### src/rtl/intr_if.sv
// Bus between the interrupt controller and its environment (config port,
// fetch request/ack handshake, raw sources and a debug view of the FSM state).
interface intr_if;
  logic [3:0]  irq_raw;
  logic        cfg_we;
  logic [1:0]  cfg_addr;
  logic [31:0] cfg_wdata;
  logic [31:0] cfg_rdata;
  logic        int_ack;
  logic        rti;
  logic [3:0]  int_req;
  logic [1:0]  active_id;
  logic        busy;
  logic [1:0]  state;

  modport master (
    output irq_raw, cfg_we, cfg_addr, cfg_wdata, int_ack, rti,
    input  cfg_rdata, int_req, active_id, busy, state
  );

  modport slave (
    input  irq_raw, cfg_we, cfg_addr, cfg_wdata, int_ack, rti,
    output cfg_rdata, int_req, active_id, busy, state
  );
endinterface

### src/rtl/intr_ctrl.sv
// Four-source fixed-priority interrupt controller with synchronised inputs,
// per-source edge/level mode, W1C pending register and an IDLE/REQ/SERVICE FSM.
module intr_ctrl (
  input  logic   clk,
  input  logic   reset,
  intr_if.slave  bus
);
  typedef enum logic [1:0] {IDLE = 2'd0, REQ = 2'd1, SERVICE = 2'd2} state_t;

  state_t     state;
  logic [3:0] s1, s2, s3;
  logic [3:0] mask, mode, pending;
  logic [3:0] eligible, set_vec, w1c_vec, ack_clr, winner_oh;
  logic [1:0] winner_id;
  logic [3:0] int_req;
  logic [1:0] active_id;
  logic       ack_taken;

  assign eligible  = pending & mask;
  assign set_vec   = (mode & s2 & ~s3) | (~mode & s2);
  assign w1c_vec   = (bus.cfg_we && bus.cfg_addr == 2'd1) ? bus.cfg_wdata[3:0] : 4'h0;
  assign ack_taken = (state == REQ) && bus.int_ack;
  assign ack_clr   = ack_taken ? (4'b0001 << active_id) : 4'h0;

  // Handshake: int_req is held one-hot until fetch pulses int_ack (taken) or
  // the latched source stops being eligible (withdrawn); never switches REQ->REQ.
  always_comb begin
    winner_id = 2'd0;
    winner_oh = 4'b0000;
    if (eligible[0]) begin
      winner_id = 2'd0; winner_oh = 4'b0001;
    end else if (eligible[1]) begin
      winner_id = 2'd1; winner_oh = 4'b0010;
    end else if (eligible[2]) begin
      winner_id = 2'd2; winner_oh = 4'b0100;
    end else if (eligible[3]) begin
      winner_id = 2'd3; winner_oh = 4'b1000;
    end
  end

  always_ff @(posedge clk) begin
    if (reset) begin
      state     <= IDLE;
      s1        <= 4'h0;
      s2        <= 4'h0;
      s3        <= 4'h0;
      mask      <= 4'hF;
      mode      <= 4'hF;
      pending   <= 4'h0;
      int_req   <= 4'h0;
      active_id <= 2'd0;
    end else begin
      s1 <= bus.irq_raw;
      s2 <= s1;
      s3 <= s2;
      if (bus.cfg_we && bus.cfg_addr == 2'd0) mask <= bus.cfg_wdata[3:0];
      if (bus.cfg_we && bus.cfg_addr == 2'd2) mode <= bus.cfg_wdata[3:0];
      // New sets beat a same-cycle W1C; the ack clear beats everything.
      pending <= ((pending & ~w1c_vec) | set_vec) & ~ack_clr;
      case (state)
        IDLE: begin
          if (eligible != 4'h0) begin
            state     <= REQ;
            active_id <= winner_id;
            int_req   <= winner_oh;
          end
        end
        REQ: begin
          if (bus.int_ack) begin
            state   <= SERVICE;
            int_req <= 4'h0;
          end else if (!eligible[active_id]) begin
            state   <= IDLE;
            int_req <= 4'h0;
          end
        end
        SERVICE: begin
          if (bus.rti) state <= IDLE;
        end
        default: begin
          state   <= IDLE;
          int_req <= 4'h0;
        end
      endcase
    end
  end

  always_comb begin
    bus.cfg_rdata = 32'h0;
    case (bus.cfg_addr)
      2'd0:    bus.cfg_rdata[3:0] = mask;
      2'd1:    bus.cfg_rdata[3:0] = pending;
      2'd2:    bus.cfg_rdata[3:0] = mode;
      default: bus.cfg_rdata[5:0] = {state != IDLE, state == SERVICE, active_id,
                                     eligible != 4'h0, 1'b0};
    endcase
  end

  assign bus.int_req   = int_req;
  assign bus.active_id = active_id;
  assign bus.busy      = (state != IDLE);
  assign bus.state     = state;
endmodule

### src/flat_wrapper.sv
// flat-port wrapper written by rule: the top's interface ports become plain ports
module intr_ctrl_flat 
  (clk, reset, bus_irq_raw, bus_cfg_we, bus_cfg_addr, bus_cfg_wdata, bus_int_ack, bus_rti, bus_cfg_rdata, bus_int_req, bus_active_id, bus_busy, bus_state);
  intr_if bus_i ();
  input  logic clk;
  input  logic reset;
  input wire logic [$bits(bus_i.irq_raw)-1:0] bus_irq_raw;
  input wire logic [$bits(bus_i.cfg_we)-1:0] bus_cfg_we;
  input wire logic [$bits(bus_i.cfg_addr)-1:0] bus_cfg_addr;
  input wire logic [$bits(bus_i.cfg_wdata)-1:0] bus_cfg_wdata;
  input wire logic [$bits(bus_i.int_ack)-1:0] bus_int_ack;
  input wire logic [$bits(bus_i.rti)-1:0] bus_rti;
  output wire logic [$bits(bus_i.cfg_rdata)-1:0] bus_cfg_rdata;
  output wire logic [$bits(bus_i.int_req)-1:0] bus_int_req;
  output wire logic [$bits(bus_i.active_id)-1:0] bus_active_id;
  output wire logic [$bits(bus_i.busy)-1:0] bus_busy;
  output wire logic [$bits(bus_i.state)-1:0] bus_state;
  assign bus_i.irq_raw = bus_irq_raw;
  assign bus_i.cfg_we = bus_cfg_we;
  assign bus_i.cfg_addr = bus_cfg_addr;
  assign bus_i.cfg_wdata = bus_cfg_wdata;
  assign bus_i.int_ack = bus_int_ack;
  assign bus_i.rti = bus_rti;
  assign bus_cfg_rdata = bus_i.cfg_rdata;
  assign bus_int_req = bus_i.int_req;
  assign bus_active_id = bus_i.active_id;
  assign bus_busy = bus_i.busy;
  assign bus_state = bus_i.state;
  intr_ctrl u_core (.clk(clk), .reset(reset), .bus(bus_i));
endmodule
### config.mk
export PLATFORM = sky130hd
export DESIGN_NAME = intr_ctrl_flat
export DESIGN_NICKNAME = d
export VERILOG_FILES = /design/src/rtl/intr_if.sv /design/src/rtl/intr_ctrl.sv /design/src/flat_wrapper.sv
export SDC_FILE = /design/constraint.sdc
export NUM_CORES = 1
export LEC_CHECK = 0
export CAP_MARGIN = 20
export CORE_ASPECT_RATIO = 1.5
export CORE_MARGIN = 4
export CORE_UTILIZATION = 36
export DETAILED_ROUTE_END_ITERATION = 8
export PLACE_DENSITY = 0.76
export SLEW_MARGIN = 20
export SYNTH_ARGS = -nofsm -noshare
export SYNTH_HDL_FRONTEND = slang
export SYNTH_SLANG_ARGS = --single-unit
### constraint.sdc
create_clock -name clk -period 1.54 [get_ports clk]
set_input_delay 0.308 -clock clk [delete_from_list [all_inputs] [get_ports clk]]
set_output_delay 0.308 -clock clk [all_outputs]
set_load 0.01 [all_outputs]
==> results of run 1 <==
## cell families (layout without fill, tap and decap cells)
logic type             Yosys count  count (layout)  share of synthesized area, %
AO/OA/AOI/OAI                   29              29                          14.8
flip-flops                      32              32                          39.5
other                            1              26                         0.231
AND/OR/NAND/NOR                 65              65                          23.0
multiplexers                     5               5                          6.40
buffers and inverters           38              79                          16.1
## stage by stage
stage | cell area (um^2) | hold slack, ps | setup slack (ps)
after detailed placement | 2090 | 423 | -666
after global placement | 2090 | 418 | -655
after CTS | 2220 | 438 | -494
final | 2250 | 437 | -521
after global routing | 2250 | 460 | -549
after floorplan | 1720 | 380 | -74.3
## repair_timing
action	in CTS	in global routing
resized for setup	54	12
setup endpoints to repair	20	7
buffers inserted	2	3
pin swaps	2	5
## layer usage
metal | GRT usage, % | vias to the layer above | share of wire (%)
met5 | 0 | - | 0
met4 | 6.08 | 0 | 2.4
met3 | 4.24 | 12 | 5.7
met2 | 26.4 | 56 | 54
met1 | 15.1 | 658 | 38
li1 | - | 671 | -
## critical path, cell delays in order (launching register included)
cell	delay, ps
dfxtp_2	330
a22o_4	260
or2_1	260
mux4_2	490
buf_6	140
## flip-flops by register name (all words and copies together) (netlist names)
register              flops
u_core.s3                 4
u_core.s2                 4
u_core.mode               4
u_core.pending            4
u_core.mask               4
u_core.bus.int_req        4
u_core.s1                 4
u_core.bus.state          2
u_core.bus.active_id      2
## power by group through the flow
stage / registers, mW / logic [mW] / clock network (mW)
finish: 0.905 / 0.484 / 0.683
global route: 0.910 / 0.526 / 0.751
CTS: 0.903 / 0.467 / 0.709
detailed placement: 0.916 / 0.468 / 0
global placement: 0.915 / 0.461 / 0
floorplan: 0.929 / 0.275 / 0
## cell type report
cell class	instances	area share (%)
Tap cell	46	2.56
Multi-Input combinational cell	125	37.0
Inverter	7	1.17
Clock buffer	7	4.28
Timing Repair Buffer	65	26.0
Sequential cell	32	29.1
## layout by cell type, fill, tap and decap left out, types with 3 or more instances in the layout
cell / count
a211o_1: 8
a211oi_1: 4
a21oi_1: 3
a22oi_1: 4
buf_4: 28
buf_6: 11
clkbuf_8: 7
clkdlybuf4s50_1: 16
conb_1: 26
dfxtp_1: 23
dfxtp_2: 8
dlygate4sd2_1: 5
inv_1: 6
mux4_2: 4
nand2_1: 12
nand3b_1: 3
nor2_1: 9
nor2b_1: 16
nor3_1: 7
o21ai_0: 3
## worst max path at each step
stage	startpoint	depth (start not counted)	endpoint	slack, ps
6_report	u_core.mask[1]$_SDFFE_PP1P_	4	bus_cfg_rdata[1]	-520
5_1_grt	u_core.mask[1]$_SDFFE_PP1P_	4	bus_cfg_rdata[1]	-550
3_3_place_gp	bus_cfg_addr[1]	3	bus_cfg_rdata[2]	-650
3_5_place_dp	bus_cfg_addr[1]	3	bus_cfg_rdata[1]	-670
4_1_cts	u_core.pending[1]$_SDFF_PP0_	4	bus_cfg_rdata[1]	-490
2_1_floorplan	u_core.mask[3]$_SDFFE_PP1P_	3	bus_cfg_rdata[1]	-70
==> results.cfg, run 1 <==
[clock_network]
cts-root-buf = clkbuf_8
cts_buffer_depth = 2
cts_buffers = 5
clk_pin_slew_worst_paths_ps = 70
clkSinkCount = 32
cts_hold_buf = 0
cts_tree = built
clock_latency_ps = 280
htree_num_levels = 2

[floorplanning]
die_y_um = 90.2
die_w_um = 62.8
die_area_um2 = 5660
io_pins = 84
rows = 29
core_area_um2 = 4280
start_util_pct = 37.9

[finish]
regArea_um2 = 654
n_antenna_cell = 0
fin_cells = 282
drive_gt1_share_pct = 32.2
nNetsFinal = 279
fin_util_pct = 52.6
nFillCells = 398
multiInputGateArea_um2 = 832
area_delta_synth_final_pct = 38.8

[yosys]
yosys_register_bits = 32
synth_top_area_share_pct = 39.5
ys_top_cells_by_count = dfxtp_1, buf_4, nor2b_1, nand2_1, nor2_1
ys_types = 35
syn_inst = 170
yosysTopAreaCell = dfxtp_1
synth_most_common_cell = dfxtp_1
synth_area_leaders = dfxtp_1, buf_4, nor2b_1
yosysWarnings = 0
post_synth.cell_area_avg_um2 = 9.54
synth_area_um2 = 1620
synthArstFlopShare_pct = 0
synth-edff-count = 0
ys_seq_area_share_pct = 39.5
ys.flop_type = dfxtp_1

[timing]
setup_violations = 3
fin_tns_setup_ps = -711
finalHoldViolCount = 0
layout_min_cycle_time_ps = 2060
min_period_over_period_pct = 134
layout_setup_ws_ps = -521
rsz0062_at_grt = true
skew_ps = 7.47
max_freq_mhz = 485
slew_violations = 0

[placement]
dp_cells = 272
place.gp.congestion = 0.871
place_hpwl_um = 2920
io_buffers = 29

[worst_setup_path]
r2r_end = u_core.bus.int_req[3]$_SDFFE_PP0P_
cp.arrival_ps = 1750
cp.required_ps = 1230
start_kind = flip-flop
cp_max_fo = 2
r2r-start = u_core.mask[0]$_SDFFE_PP1P_
ff2ff_path_depth = 5
end_kind = primary output
critPathKind = reg -> out
r2r_setup_slack_ps = 40

[global_routing]
gr-total-overflow = 0
grt_pass1_vias = 1422
grt_max_degree = 34
grt_pass1_wl_um = 6470
antenna_found_initial = 0
track_usage_pct = 14.5

[power]
ir_drop_v = 0.000528
p_comb_share_pct = 23.3
p_clk_share_pct = 33.0
power.switching_mw = 0.541
leakagePower_nw = 0.992
total_power_mw = 2.07
power.share.switching_pct = 26.1
p_seq_share_pct = 43.7
p_int_mw = 1.53
power_density_nw_per_um2 = 920

[routing]
drt-pass1-iter-count = 4
totalWireLength_um = 3960
wl_per_cell_um = 14.0
viasPerCell = 4.95
drtIter0Drc = 55
final_antenna_net_count = 0
via_count = 1397
drc = 0

[run_status]
status = finished with violations
violations = negative setup slack

[worst_hold_path]
holdPathEnd = u_core.s2[3]$_SDFF_PP0_
hold_class = reg -> reg
worstHoldStart = u_core.s1[3]$_SDFF_PP0_
holdPathStages = 1

[run]
drv_cap = 0
(Power assumes the default switching activity.)
==> run 2: changes to the inputs <==
--- a/config.mk
+++ b/config.mk
@@ -10,7 +10,7 @@
 export CORE_MARGIN = 4
 export CORE_UTILIZATION = 36
 export DETAILED_ROUTE_END_ITERATION = 8
-export PLACE_DENSITY = 0.76
+export PLACE_DENSITY = 0.75
 export SLEW_MARGIN = 20
 export SYNTH_ARGS = -nofsm -noshare
 export SYNTH_HDL_FRONTEND = slang
==> run 2 against run 1 <==
Net effect:
- final area fell by 2.9%
- largest power group unchanged
- core utilization fell by 1.5 points
- clock power fell by 16%
- die area did not move
- clock skew fell by 0.53 ps
- routed wire length fell by 2.1%
- critical path type unchanged
- the run still ends with negative setup slack left
- fmax rose by 2.0%
- sequential share of layout area rose by 0.81 points
- critical path depth did not move
- power fell by 5.7%
- final cell count fell by 1.8%
- critical endpoint unchanged
- flip-flop and latch count did not move
==> results.cfg, run 2 (synthesized netlist as in run 1, its figures left out) <==
[run_status]
status = finished with violations
violations = negative setup slack

[worst_hold_path]
holdPathEnd = u_core.s2[3]$_SDFF_PP0_
hold_class = reg -> reg
holdPathStages = 1
worstHoldStart = u_core.s1[3]$_SDFF_PP0_

[worst_setup_path]
ff2ff_path_depth = 6
r2r-start = u_core.pending[2]$_SDFF_PP0_
cp_max_fo = 2
cp.required_ps = 1230
crit_chain = a22o_4 -> or2_4 -> mux4_2 -> buf_6
r2r_end = u_core.bus.int_req[3]$_SDFFE_PP0P_
cpPeakStageDelay_ps = 470
cp_top_family = multiplexers
slowest_stage = mux4_2
critPathKind = reg -> out
end_kind = primary output
path_buf_inv = 1
r2r_setup_slack_ps = -80
cp.arrival_ps = 1710
start_kind = flip-flop

[global_routing]
grt_max_degree = 34
gr-total-overflow = 0
antenna_found_initial = 0
grt_pass1_vias = 1309
grt_pass1_wl_um = 6040
track_usage_pct = 13.6

[timing]
finalHoldViolCount = 0
fin_tns_setup_ps = -914
setup_violations = 4
slew_violations = 0
min_period_over_period_pct = 131
max_freq_mhz = 495
layout_setup_ws_ps = -480
skew_ps = 6.94
rsz0062_at_grt = true
layout_min_cycle_time_ps = 2020

[routing]
drt-pass1-iter-count = 4
final_antenna_net_count = 0
wl_per_cell_um = 14.0
drc = 0
viasPerCell = 5.01
totalWireLength_um = 3870
drtIter0Drc = 75
routed.top_layer = met4
wl_met2_um = 2110
via_count = 1387
m1WireLength_um = 1430
route.met3.wl_um = 246

[power]
ir_drop_v = 0.000517
leakagePower_nw = 0.975
power_density_nw_per_um2 = 894

[finish]
drive_gt1_share_pct = 30.3
layout_common_cells = buf_4, conb_1, dfxtp_1
area_delta_synth_final_pct = 34.8
fin_util_pct = 51.1
n_antenna_cell = 0
nNetsFinal = 276
final_common_cell = buf_4
fin_cells = 277

[clock_network]
cts_tree = built
htree_num_levels = 2
cts-root-buf = clkbuf_8
clkSinkCount = 32
clock_latency_ps = 290
clk_pin_slew_worst_paths_ps = 60
cts_buffers = 5
cts_buffer_depth = 2

[floorplanning]
rows = 29
core_area_um2 = 4280
io_pins = 84
die_w_um = 62.8
start_util_pct = 37.9
die_area_um2 = 5660
die_y_um = 90.2

[placement]
place_worst_setup_slack_ps = -719
dp_cells = 270
place.gp.congestion = 0.837
io_buffers = 29
place_hpwl_um = 2880

[run]
drv_cap = 0
[run 2: cell types whose count changed in the layout (fill, tap and decap cells not counted), sizes merged]
| cell | delta |
|---|---|
| buf | -2 |
| clkbuf | -3 |
[run 2: per-layer routing]
metal	global-route usage, %	vias to the layer above
met2	24.1	57
met5	0	-
li1	-	660
met4	7.55	0
met1	14.1	662
met3	3.99	8
[run 2: worst max-delay path by stage]
stage | to | start | depth (start not counted) | slack, ps
2_1_floorplan | bus_cfg_rdata[1] | u_core.mask[3]$_SDFFE_PP1P_ | 3 | -70
3_3_place_gp | bus_cfg_rdata[2] | bus_cfg_addr[1] | 3 | -680
3_5_place_dp | bus_cfg_rdata[2] | bus_cfg_addr[1] | 3 | -720
4_1_cts | bus_cfg_rdata[1] | u_core.mask[3]$_SDFFE_PP1P_ | 4 | -500
5_1_grt | bus_cfg_rdata[1] | u_core.pending[3]$_SDFF_PP0_ | 4 | -510
6_report | bus_cfg_rdata[1] | u_core.pending[3]$_SDFF_PP0_ | 4 | -480
[run 2: metrics by stage]
step,power [mW],instance area [um^2],hold slack [ps]
2_1_floorplan,1.20,1720,380
3_3_place_gp,1.37,2070,420
3_5_place_dp,1.38,2070,431
4_1_cts,1.94,2140,445
5_1_grt,2.04,2190,461
6_report,1.95,2190,443
[run 2: layout make-up]
cell class / count / area (um^2)
timing repair buffer: 62 / 539
sequential: 32 / 653
multi-input combinational: 125 / 841
inverter: 7 / 26.3
clock buffer: 5 / 68.8
fill: 403 / 2100
tap: 46 / 57.6
[run 2: timing repair]
action / 4_1_cts / 5_1_grt
hold buffers: 0 / 0
setup endpoints to repair: 13 / 10
setup buffers: 0 / 2
pin swaps: 0 / 2
gates resized for setup: 43 / 16
[run 2: worst reg2reg max path, delay by kind of cell, from the launching register on]
family	cells	cell delay [ps]
mux	1	510
simple gates	1	140
buf+inv	2	240
flops	1	330
compound gates	2	280
[run 2: power breakdown]
part | switching, mW | total (mW) | internal, mW
sequential | 0.0286 | 0.903 | 0.875
clock | 0.281 | 0.572 | 0.290
combinational | 0.228 | 0.479 | 0.251
